===== src/rtl/spi_dac_mux_pkg.sv =====
// Shared definitions for the multi-channel SPI DAC driver: FSM encoding,
// DAC command codes and default full-scale calibration constants.
package spi_dac_mux_pkg;

    typedef enum logic [2:0] {
        IDLE,
        SETUP,
        SHIFT_HI,
        SHIFT_LO,
        GAP
    } state_t;

    localparam logic [3:0] DAC_CMD_WRITE_UPDATE = 4'b0011;
    localparam logic [3:0] DAC_CMD_POWER_DOWN   = 4'b0100;

    localparam int DEF_SCALE_NUM = 4095;
    localparam int DEF_SCALE_DEN = 3312;

    // Channel index width, never narrower than one bit.
    function automatic int chan_w(input int n);
        return (n > 1) ? $clog2(n) : 1;
    endfunction

endpackage


===== src/rtl/spi_dac_scaler.sv =====
// Full-scale calibration for DAC codes: code = min(raw*NUM/DEN, 2^DATA_W-1).
// Purely combinational so other DAC paths can drop it in front of their own registers.
module spi_dac_scaler
    import spi_dac_mux_pkg::*;
#(
    parameter int DATA_W    = 12,
    parameter int SCALE_NUM = DEF_SCALE_NUM,
    parameter int SCALE_DEN = DEF_SCALE_DEN
) (
    input  logic [DATA_W-1:0] raw,
    output logic [DATA_W-1:0] code
);

    localparam int PW = DATA_W + 16;
    localparam logic [PW-1:0] MAX_CODE = PW'({DATA_W{1'b1}});

    logic [PW-1:0] product;
    logic [PW-1:0] quotient;

    assign product  = PW'(raw) * PW'(SCALE_NUM);
    assign quotient = product / PW'(SCALE_DEN);
    assign code     = (quotient > MAX_CODE) ? {DATA_W{1'b1}} : quotient[DATA_W-1:0];

endmodule


===== src/rtl/spi_dac_mux.sv =====
// Multi-channel SPI DAC driver: captures per-channel writes, calibrates them and
// serialises {CMD, code} frames round-robin to chips sharing SCK/MOSI.
module spi_dac_mux
    import spi_dac_mux_pkg::*;
#(
    parameter int               DATA_W    = 12,
    parameter int               CHANNELS  = 2,
    parameter int               CMD_W     = 4,
    parameter logic [CMD_W-1:0] CMD       = CMD_W'(DAC_CMD_WRITE_UPDATE),
    parameter int               CLK_DIV   = 25,
    parameter int               SCALE_NUM = DEF_SCALE_NUM,
    parameter int               SCALE_DEN = DEF_SCALE_DEN,
    parameter int               SKIP_SAME = 1
) (
    input  logic                          clk,
    input  logic                          rst,
    input  logic                          wr_en,
    input  logic [chan_w(CHANNELS)-1:0]   wr_chan,
    input  logic [DATA_W-1:0]             wr_data,
    output logic                          spi_sck,
    output logic                          spi_mosi,
    output logic [CHANNELS-1:0]           spi_cs,
    output logic                          busy,
    output logic                          frame_done,
    output logic [chan_w(CHANNELS)-1:0]   cur_chan
);

    localparam int FRAME_W = CMD_W + DATA_W;
    localparam int CW      = chan_w(CHANNELS);
    localparam int DW      = $clog2(CLK_DIV + 1);
    localparam int BW      = $clog2(FRAME_W + 1);

    state_t              state;
    logic [DW-1:0]       div_cnt;
    logic [BW-1:0]       bit_cnt;
    logic [FRAME_W-1:0]  shift_reg;
    logic [DATA_W-1:0]   shadow    [CHANNELS];
    logic [DATA_W-1:0]   last_sent [CHANNELS];
    logic [CHANNELS-1:0] pending;
    logic [CW-1:0]       rr_ptr;

    logic [CW-1:0]       pick;
    logic [CW-1:0]       idx;
    logic                pick_valid;
    logic [DATA_W-1:0]   pick_code;
    logic                wr_take;
    logic                div_done;

    assign div_done = (div_cnt == DW'(CLK_DIV - 1));

    spi_dac_scaler #(
        .DATA_W    (DATA_W),
        .SCALE_NUM (SCALE_NUM),
        .SCALE_DEN (SCALE_DEN)
    ) u_scaler (
        .raw  (shadow[pick]),
        .code (pick_code)
    );

    // Round-robin: scan downward so the channel closest after rr_ptr is assigned last and wins.
    always_comb begin
        // NOTE: every combinational output gets a default first so no path infers a latch.
        pick_valid = 1'b0;
        pick       = '0;
        idx        = '0;
        for (int i = CHANNELS; i >= 1; i--) begin
            idx = CW'((int'(rr_ptr) + i) % CHANNELS);
            if (pending[idx]) begin
                pick_valid = 1'b1;
                pick       = idx;
            end
        end
    end

    always_comb begin
        wr_take = 1'b0;
        if (wr_en && (int'(wr_chan) < CHANNELS)) begin
            wr_take = 1'b1;
            if ((SKIP_SAME != 0) && !pending[wr_chan] && (wr_data == last_sent[wr_chan]))
                wr_take = 1'b0;
        end
    end

    // NOTE: all sequential state uses non-blocking assignments so every register
    // samples pre-edge values regardless of statement order.
    always_ff @(posedge clk or posedge rst) begin
        if (rst) begin
            state      <= IDLE;
            div_cnt    <= '0;
            bit_cnt    <= '0;
            shift_reg  <= '0;
            pending    <= '0;
            rr_ptr     <= CW'(CHANNELS - 1);
            spi_sck    <= 1'b0;
            spi_mosi   <= 1'b0;
            spi_cs     <= '1;
            busy       <= 1'b0;
            frame_done <= 1'b0;
            cur_chan   <= '0;
            // NOTE: the per-channel arrays are small register files, not RAM, so they
            // are reset here; SKIP_SAME relies on last_sent starting at a known value.
            for (int c = 0; c < CHANNELS; c++) begin
                shadow[c]    <= '0;
                last_sent[c] <= '0;
            end
        end else begin
            frame_done <= 1'b0;

            case (state)
                IDLE: begin
                    if (pick_valid) begin
                        shift_reg       <= {CMD, pick_code};
                        spi_mosi        <= CMD[CMD_W-1];
                        spi_cs          <= ~(CHANNELS'(1) << pick);
                        spi_sck         <= 1'b0;
                        busy            <= 1'b1;
                        cur_chan        <= pick;
                        rr_ptr          <= pick;
                        last_sent[pick] <= shadow[pick];
                        pending[pick]   <= 1'b0;
                        div_cnt         <= '0;
                        bit_cnt         <= '0;
                        state           <= SETUP;
                    end
                end

                SETUP: begin
                    if (div_done) begin
                        div_cnt <= '0;
                        spi_sck <= 1'b1;
                        state   <= SHIFT_HI;
                    end else begin
                        div_cnt <= div_cnt + 1'b1;
                    end
                end

                SHIFT_HI: begin
                    if (div_done) begin
                        div_cnt   <= '0;
                        spi_sck   <= 1'b0;
                        shift_reg <= shift_reg << 1;
                        spi_mosi  <= shift_reg[FRAME_W-2];
                        bit_cnt   <= bit_cnt + 1'b1;
                        state     <= SHIFT_LO;
                    end else begin
                        div_cnt <= div_cnt + 1'b1;
                    end
                end

                SHIFT_LO: begin
                    if (div_done) begin
                        div_cnt <= '0;
                        if (bit_cnt == BW'(FRAME_W)) begin
                            spi_cs     <= '1;
                            spi_mosi   <= 1'b0;
                            frame_done <= 1'b1;
                            state      <= GAP;
                        end else begin
                            spi_sck <= 1'b1;
                            state   <= SHIFT_HI;
                        end
                    end else begin
                        div_cnt <= div_cnt + 1'b1;
                    end
                end

                GAP: begin
                    if (div_done) begin
                        div_cnt <= '0;
                        busy    <= 1'b0;
                        state   <= IDLE;
                    end else begin
                        div_cnt <= div_cnt + 1'b1;
                    end
                end

                default: state <= IDLE;
            endcase

            // Placed after the FSM so a write landing in the latch cycle keeps pending set.
            if (wr_take) begin
                shadow[wr_chan]  <= wr_data;
                pending[wr_chan] <= 1'b1;
            end
        end
    end

endmodule


===== config.mk =====
export PLATFORM = sky130hd
export DESIGN_NAME = spi_dac_mux
export DESIGN_NICKNAME = d
export VERILOG_FILES = /design/src/rtl/spi_dac_mux_pkg.sv /design/src/rtl/spi_dac_scaler.sv /design/src/rtl/spi_dac_mux.sv
export SDC_FILE = /design/constraint.sdc
export NUM_CORES = 1
export LEC_CHECK = 0
export ABC_AREA = 1
export BUFFER_PORTS_ARGS = -buffer_cell sky130_fd_sc_hd__buf_2
export CORE_MARGIN = 8
export CORE_UTILIZATION = 45
export CTS_CLUSTER_SIZE = 28
export DETAILED_ROUTE_END_ITERATION = 7
export GPL_ROUTABILITY_DRIVEN = 0
export SLEW_MARGIN = 5
export SYNTH_ARGS = -nofsm -noshare
export SYNTH_HDL_FRONTEND = slang
export SYNTH_SLANG_ARGS = --single-unit

===== constraint.sdc =====
create_clock -name clk -period 18 [get_ports clk]
set_input_delay 1.8 -clock clk [delete_from_list [all_inputs] [get_ports clk]]
set_output_delay 1.8 -clock clk [all_outputs]
set_load 0.02 [all_outputs]

==> impl_metrics.csv, run 1 <==
group,metric,value,unit
synth,ys_warn_count,0,
global_route,track_usage,17.9,%
global_route,grt_max_degree,67,
synth,synth_edf_count,0,
synth,synth_area_leader_cell,"dfrtp_1",
drt,ant_nets,0,
floorplan,die_y,172,um
cts,cts.sink_count,86,
critical_path,cp_data_arrival_time,14.45,ns
min_path,min_path_type,"register to register",
global_route,grt_overflow,0,
finish,layout_commonest_cell,"nand2_1",
placement,pre_cts_ws,3.91,ns
critical_path,critPathTopFamily,"simple AND/OR/NAND/NOR gates",
cts,clk_pin_slew,0.07,ns
finish,nets,1814,
critical_path,slowest_delay,0.82,ns
floorplan,die_x,172,um
global_route,grt_pass1_wl,44300,um
critical_path,cp_slowest_cell,"fa_1",
placement,placed_cell_area,11500,sq um
cts,cts_tree,"done",
synth,synth_top_cell_area_share,19.0,%
finish,fin_area,11800,sq um
synth,postSynthAreaPerCell,6.64,sq um
critical_path,crit_type,"register to register",
drt,wirelength,25100,um
cts,cts_max_path_buffers,2,
drt,drc_errors,0,
floorplan,ios,23,
sta,min_period_over_period,78.9,%
cts,cts_setup_buffers,0,
global_route,grt_pass1_vias,9523,
critical_path,path_max_fanout,24,
critical_path,required,18.24,ns
floorplan,num_rows,57,
synth,async_reset_ff_share,100,%
finish,antennaDiodeCount,0,
synth,synth_cell_types,48,
placement,io_buffers,22,
synth,synth.area.top_cells,"dfrtp_1 19%, nand2_1 18%, fa_1 12%",
synth,synth-main-ff-cell,"dfrtp_1",
drt,wl_met2,11900,um
finish,layout_common_cells,"526 x nand2_1, 274 x inv_1, 105 x nand3_1, 95 x nor2_1, 86 x o21ai_0",
critical_path,cp-end-kind,"register",
sta,skew,0.0112,ns
sta,hold_viol_final,0,
drt,via_count,9755,
sta,worst_pin_slew,1.04,ns
placement,dp_hpwl,21100,um
sta,fin_crit,14.21,ns
sta,slew_viol_final,0,
drt,wl_met3,633,um
status,status,"complete, no violations",
cts,htree_levels,3,
cts,clock_latency,0.35,ns
critical_path,worst_setup_path_start_kind,"register",
floorplan,core-area,24100,sq um
floorplan,start_util,45.4,%
sta,tns,0,ns
synth,synth_seq_area_share,19.7,%
synth,ys_ff_latch,86,
drt,drtIter0Drc,564,
synth,syn_inst,1647,
finish,syn_to_final_growth,7.88,%
sta,final.setup.worst_slack,3.79,ns
finish,nFillCells,2516,
sta,relSlewSlack,29.9,%
cts,clockRootBuffer,"clkbuf_16",
cts,cts_hold_repair.buffers,0,
cts,ctsResizeCount,0,
sta,finalSetupViolations,0,
drt,dr.pass1.iters,6,
synth,syn_nets,1788,
floorplan,fp.dieArea,29600,sq um
sta,rsz0062_at_grt,"false",
drt,top_layer_used,"met4",
sta,fmax,0.0704,GHz
drt,wl_per_cell,12.5,um
critical_path,cp.buffers_inverters,12,
drt,drt-met1-wl,12300,um
cts,cts_buffers,9,
finish,final_layout_size_suffix_gt1_share,12.6,%
drt,vias_per_cell,4.87,
global_route,antenna_found_initial,0,
flow_run,maxCapViolations,0,
critical_path,critPathMostFrequentCell,"nand2_1",
synth,synth_area,10900,sq um
[metrics by stage]
step | hold WS (ns) | utilization (%) | cells
3_5_place_dp | 0.456 | 47.6 | 1986
6_report | 0.465 | 49.0 | 2002
2_1_floorplan | 0.437 | - | 1647
5_1_grt | 0.497 | 49.0 | 2002
3_3_place_gp | 0.448 | 47.6 | 1986
4_1_cts | 0.467 | 49.0 | 2002
[path summary, 6_finish.rpt]
check,slack (ns),depth (start not counted),from,to
worst max-delay path,3.79,95,rr_ptr,shift_reg[0]
worst min register to register,0.47,2,spi_cs[0],spi_cs[0]
worst max register to register,3.79,95,rr_ptr,shift_reg[0]
worst min-delay path,0.47,2,spi_cs[0],spi_cs[0]
max in group asynchronous,15.44,3,rst,shift_reg[2]
min in group asynchronous,1.40,2,rst,shadow[6]
[Yosys cell counts, types with 8 or more instances]
master / number
o221ai_1: 11
nand3_1: 105
inv_1: 275
nor2_4: 11
xor2_1: 25
o21ai_1: 20
nand2_2: 54
fa_1: 64
nand3_2: 8
nand4_1: 21
ha_1: 61
a21oi_1: 32
nor2_2: 25
nor3_1: 9
o211ai_1: 12
nand2_1: 526
o21ai_0: 86
dfrtp_1: 83
clkbuf_1: 15
nor2_1: 95
xnor2_1: 12
clkinv_1: 9
nand2_4: 16
inv_2: 27
[tightest hold or removal path, cell delays in order (launching register included)]
cell and delay, ns:
dfstp_2 0.37, inv_1 0.04, a21oi_1 0.05
[cell families after synthesis]
family,share of synthesized area [%]
xor gates and xnor gates,2.96
buffers and inverters,11.2
muxes,0.400
DFF,19.7
AOI/OAI and AO/OA,9.99
adders and majority gates,18.7
and+or+nand+nor,37.0
[layout make-up]
cell class	count	area, sq um	area share [%]
clock buffer	9	225	1.91
clock inverter	7	116	0.986
inverter	312	1170	9.95
multi-input combinational	1234	7560	64.0
sequential	86	2160	18.3
tap	324	405	3.43
timing repair buffer	30	170	1.44
[layer usage]
metal / GRT usage, % / up-vias
met5: 0 / -
met4: 3.94 / 0
met3: 1.55 / 21
met2: 30.9 / 123
met1: 24.2 / 4433
li1: - / 5178
Power of run 1 is not shown: default switching activity piles up to over one toggle a cycle in this logic, so the estimate is an artifact.
==> run 2: changes to the inputs <==
--- a/config.mk
+++ b/config.mk
@@ -5,7 +5,7 @@
 export SDC_FILE = /design/constraint.sdc
 export NUM_CORES = 1
 export LEC_CHECK = 0
-export ABC_AREA = 1
+export ABC_AREA = 0
 export BUFFER_PORTS_ARGS = -buffer_cell sky130_fd_sc_hd__buf_2
 export CORE_MARGIN = 8
 export CORE_UTILIZATION = 45
==> constraint.sdc (replaced) <==
create_clock -name clk -period 11.7 [get_ports clk]
set_input_delay 1.17 -clock clk [delete_from_list [all_inputs] [get_ports clk]]
set_output_delay 1.17 -clock clk [all_outputs]
set_load 0.02 [all_outputs]
==> run 2 against run 1 <==
Compared with the run above:
- the flow now finishes with violations (negative setup slack)
- die area is 3.5% higher
- first-iteration DRC count is 4.8% higher
- register-to-register slack worse by 6.0 ns
- worst hold slack better by 0.018 ns
- sequential cell count stayed put
- critical endpoint unchanged
==> impl_metrics.csv, run 2 <==
group,metric,value,unit
drt,wl_met2,16500,um
critical_path,worst_setup_path_start_kind,"register",
critical_path,required,11.96,ns
global_route,grt_overflow,0,
cts,cts_max_path_buffers,2,
sta,holdWs,0.483,ns
finish,fin_area,16700,sq um
synth,synth.area.top_cells,"dfrtp_1 18%, fa_1 11%, ha_1 6.7%",
synth,syn_inst,1309,
status,failed_checks,"negative setup slack",
sta,skew,0.00965,ns
sta,relSlewSlack,35.4,%
cts,clock_latency,0.35,ns
synth,synth_most_common_cell,"inv_1",
finish,final_layout_size_suffix_gt1_share,44.3,%
synth,synth_top_cell_area_share,18.3,%
drt,wl_met3,821,um
floorplan,fp.dieArea,30600,sq um
floorplan,die_x,175,um
synth,syn_nets,1450,
synth,ys_ff_latch,86,
finish,layout_commonest_cell,"buf_4",
critical_path,cp_slowest_cell,"fa_2",
drt,wirelength,33300,um
cts,cts.sink_count,86,
global_route,antenna_found_initial,0,
sta,fmax,0.0717,GHz
floorplan,die_y,175,um
sta,fin_crit,13.95,ns
cts,cts_tree,"done",
finish,utilization,67.1,%
cts,clockRootBuffer,"clkbuf_16",
cts,cts_buffers,9,
synth,ys_top_cells_by_count,"120 x inv_1, 112 x nand2_1, 87 x nor2_1",
synth,ys_warn_count,0,
floorplan,ios,23,
cts,clk_pin_slew,0.07,ns
synth,synth_xor_area_share,5.81,%
finish,antennaDiodeCount,0,
synth,synth_area_leader_cell,"dfrtp_1",
floorplan,start_util,45.5,%
synth,postSynthAreaPerCell,8.69,sq um
global_route,grt_pass1_vias,12000,
placement,placed_cell_area,15200,sq um
drt,drt-met1-wl,15600,um
sta,rsz0062_at_grt,"true",
drt,drc_errors,0,
flow_run,maxCapViolations,0,
min_path,min_path_type,"register to register",
synth,synthAdderAreaFrac,18.7,%
critical_path,cp_data_arrival_time,14.21,ns
drt,dr.pass1.iters,7,
placement,io_buffers,22,
synth,synth_edf_count,0,
sta,worst_pin_slew,0.970,ns
sta,min_period_over_period,119,%
synth,synth_cell_types,130,
drt,wl_per_cell,15.8,um
synth,synth_seq_area_share,19.0,%
synth,synth-main-ff-cell,"dfrtp_1",
floorplan,core-area,25000,sq um
finish,nFillCells,2024,
global_route,track_usage,21.7,%
floorplan,num_rows,58,
sta,finalSetupViolations,5,
finish,syn_to_final_growth,47.2,%
finish,layout_common_cells,"452 x buf_4, 111 x inv_1, 108 x nand2_1, 83 x dfrtp_1, 79 x nor2_1",
global_route,grt_max_degree,76,
drt,drtIter0Drc,591,
status,status,"finished, violations left",
critical_path,crit_type,"register to register",
synth,synth_top_family_by_area,"compound AO/OA/AOI/OAI gates",
sta,slew_viol_final,0,
placement,dp_hpwl,26000,um
critical_path,path_max_fanout,6,
sta,hold_viol_final,0,
drt,vias_per_cell,5.50,
synth,synth_simple_gate_area_share,17.3,%
synth,synth_mux_area_share,6.20,%
drt,ant_nets,0,
drt,top_layer_used,"met4",
global_route,grt_pass1_wl,56800,um
critical_path,slowest_delay,0.59,ns
critical_path,cp-end-kind,"register",
synth,async_reset_ff_share,100,%
drt,via_count,11600,
sta,final.setup.worst_slack,-2.25,ns
finish,nets,1911,
cts,htree_levels,3,
synth,synth_compound_area_share,26.4,%
synth,synth_area,11400,sq um
[run 2: final timing paths]
| kind | startpoint | endpoint | slack (ns) | cells past startpoint |
|---|---|---|---|---|
| max | rr_ptr | shift_reg[0] | -2.25 | 59 |
| min | shift_reg[8] | shift_reg[8] | 0.48 | 2 |
| max reg2reg | rr_ptr | shift_reg[0] | -2.25 | 59 |
| min reg2reg | shift_reg[8] | shift_reg[8] | 0.48 | 2 |
| max in group asynchronous | rst | last_sent[11] | 9.79 | 3 |
| min in group asynchronous | rst | state[0] | 0.71 | 2 |
[run 2: kinds of logic after synthesis]
family / count (synthesis)
AOI/OAI and AO/OA: 393
buffers and inverters: 168
adders and majority gates: 133
and+or+nand+nor: 392
DFF: 86
xor gates and xnor gates: 72
muxes: 65
[run 2: final cells by class]
| type | count | area, sq um | area share, % |
|---|---|---|---|
| clock inverters | 6 | 71.3 | 0.426 |
| multi-input cells | 1055 | 9570 | 57.2 |
| flip-flops and latches | 86 | 2160 | 12.9 |
| repair buffers | 498 | 3850 | 23.0 |
| inverters | 120 | 452 | 2.70 |
| clock buffers | 9 | 225 | 1.35 |
| well taps | 330 | 413 | 2.47 |
[run 2: metrics by stage]
stage	setup WS (ns)	TNS (ns)	cells
after floorplan	-1.97	-5.09	1309
after global placement	-2.37	-7.24	2036
after detailed placement	-2.61	-8.24	2036
after CTS	-2.11	-6.17	2091
after global routing	-2.79	-9.42	2104
final	-2.25	-6.82	2104
[run 2: critical path, delay by kind of cell, from the launching register on]
kind | cells | cell delay (ns)
DFF | 1 | 0.56
muxes | 1 | 0.19
and+or+nand+nor | 8 | 2.39
AOI/OAI and AO/OA | 26 | 4.82
buffers and inverters | 14 | 1.82
adders and majority gates | 8 | 3.64
xor gates and xnor gates | 2 | 0.42
[run 2: what timing repair did]
action / in CTS / in global routing
hold buffers: 0 / 0
resized for setup: 85 / 65
setup endpoints to repair: 6 / 6
pin swaps: 79 / 46
cloned: 1 / 0
setup buffers: 40 / 13
endpoints found under the hold margin: 0 / 0
[run 2: metal layers]
metal  up-vias  global-route usage, %
met5         -                      0
met4         0                   3.78
met3        30                   2.27
met2       165                   38.0
met1      5677                   28.7
li1       5701                      -
Power of run 2 is left out for the same reason.
==> run 3: changes to the inputs <==
==> constraint.sdc (replaced) <==
create_clock -name clk -period 12.6 [get_ports clk]
set_input_delay 1.26 -clock clk [delete_from_list [all_inputs] [get_ports clk]]
set_output_delay 1.26 -clock clk [all_outputs]
set_load 0.02 [all_outputs]
==> run 3 against run 2 <==
Compared with the run above:
- the flow still finishes with violations (negative setup slack)
- global-route usage increased by 0.17 points
- first-iteration DRC count increased by 30%
- critical path depth decreased by 2
- core utilization increased by 0.91 points
- sequential share of layout area decreased by 0.17 points
- wire length increased by 1.8%
- critical endpoint unchanged
- largest cell class unchanged
- highest routed layer unchanged
==> impl_metrics.csv, run 3 (synthesis results as in run 2) <==
group,metric,value,unit
placement,dp_hpwl,26400,um
finish,layout_commonest_cell,"buf_4",
global_route,antenna_found_initial,0,
finish,final_layout_size_suffix_gt1_share,45.5,%
sta,rsz0062_at_grt,"true",
floorplan,num_rows,58,
sta,slew_viol_final,0,
critical_path,critPathTopFamily,"compound AO/OA/AOI/OAI gates",
finish,seq_area,2160,sq um
critical_path,cp-end-kind,"register",
status,failed_checks,"negative setup slack",
cts,cts.sink_count,86,
global_route,grt_pass1_vias,12000,
critical_path,path_max_fanout,8,
critical_path,slowest_delay,0.63,ns
finish,nets,1932,
finish,layout_common_cells,"469 x buf_4, 108 x nand2_1, 107 x inv_1, 83 x dfrtp_1, 75 x nor2_1",
critical_path,cp_num_cells,57,
drt,wl_per_cell,15.9,um
drt,drc_errors,0,
sta,fmax,0.0723,GHz
floorplan,core-area,25000,sq um
status,status,"finished, violations left",
cts,clockRootBuffer,"clkbuf_16",
cts,cts_tree,"done",
finish,multi_input_area,9640,sq um
sta,final.setup.worst_slack,-1.22,ns
critical_path,worst_setup_path_start_kind,"register",
critical_path,cp.buffers_inverters,12,
critical_path,timing.rr.start,"rr_ptr",
global_route,grt_pass1_wl,57000,um
cts,clock_latency,0.35,ns
critical_path,crit_path_end,"shift_reg[0]",
critical_path,ff2ff_path_depth,57,
cts,cts_hold_repair.buffers,0,
floorplan,die_y,175,um
global_route,track_usage,21.8,%
critical_path,critPathMostFrequentCell,"buf_4",
placement,io_buffers,22,
critical_path,required,12.81,ns
min_path,min_path_type,"register to register",
cts,cts_buffers,9,
drt,dr.pass1.iters,5,
min_path,hold_depth,2,
drt,ant_nets,0,
sta,finalSetupViolations,3,
cts,cts_max_path_buffers,2,
critical_path,crit_type,"register to register",
sta,tns,-3.19,ns
drt,drtIter0Drc,770,
finish,antennaDiodeCount,0,
sta,hold_viol_final,0,
sta,fin_crit,13.82,ns
floorplan,ios,23,
floorplan,die_x,175,um
drt,vias_per_cell,5.50,
flow_run,maxCapViolations,0,
critical_path,cp_data_arrival_time,14.04,ns
critical_path,crit_path_start,"rr_ptr",
floorplan,fp.dieArea,30600,sq um
finish,utilization,68.0,%
drt,via_count,11700,
critical_path,reg2reg_slack,-1.22,ns
critical_path,r2r-end,"shift_reg[0]",
global_route,grt_max_degree,50,
finish,syn_to_final_growth,49.2,%
sta,worst_pin_slew,0.895,ns
sta,relSlewSlack,39.9,%
cts,htree_levels,3,
cts,clk_pin_slew,0.07,ns
global_route,grt_overflow,0,
drt,wirelength,33900,um
floorplan,start_util,45.5,%
finish,nFillCells,2001,
sta,skew,0.00872,ns
critical_path,cp_slowest_cell,"fa_2",
sta,min_period_over_period,110,%
[run 3: cell types whose count changed in the layout (fill, tap and decap cells not counted), sizes merged]
cell / change
inv: +1
clkinv: +1
clkbuf: +1
buf: +21
clkinvlp: -2
[run 3: how the worst min path moves through the flow]
stage                               end  slack, ns     startpoint
after detailed placement  last_sent[20]       0.47  last_sent[20]
after global routing       shift_reg[8]       0.52   shift_reg[8]
after global placement     last_sent[9]       0.46   last_sent[9]
final                     last_sent[20]       0.48  last_sent[20]
after CTS                 shift_reg[10]       0.49  shift_reg[10]
after floorplan           shift_reg[11]       0.45  shift_reg[11]
[run 3: worst reg2reg max path: cells and delay by family, from the launching register on]
kind                     cells  cell delay, ns
multiplexers                 1            0.34
adder cells (fa/ha/maj)      7            3.07
AO/OA/AOI/OAI               26            5.10
buffers and inverters       12            1.76
flip-flops                   1            0.56
AND/OR/NAND/NOR              9            2.63
XOR/XNOR                     2            0.27
[run 3: metal layers]
layer	track usage (%)	wire length, um
met3	1.88	938
met1	29.1	15600
met5	0	0
met4	3.74	297
met2	38.4	17000
[run 3: per-stage QoR]
step / instances / instance area, sq um / hold WS, ns / setup WS [ns]
6_report: 2126 / 17000 / 0.478 / -1.22
5_1_grt: 2126 / 17000 / 0.517 / -1.68
4_1_cts: 2098 / 16400 / 0.485 / -1.12
3_5_place_dp: 2022 / 15100 / 0.471 / -1.77
3_3_place_gp: 2022 / 15100 / 0.460 / -1.45
2_1_floorplan: 1309 / 11800 / 0.449 / -1.07
[run 3: repair_timing]
action                     in CTS  in global routing
setup endpoints to repair       4                  4
pin swaps                     100                 55
buffers inserted               61                 30
resized for setup             102                 79
[run 3: area by class of cell]
class	instances	area share, %
inverter	120	2.68
timing repair buffer	519	23.5
clock buffer	10	1.41
multi-input combinational	1055	56.8
clock inverter	6	0.450
tap	330	2.43
sequential	86	12.7
Power of run 3 is left out for the same reason.
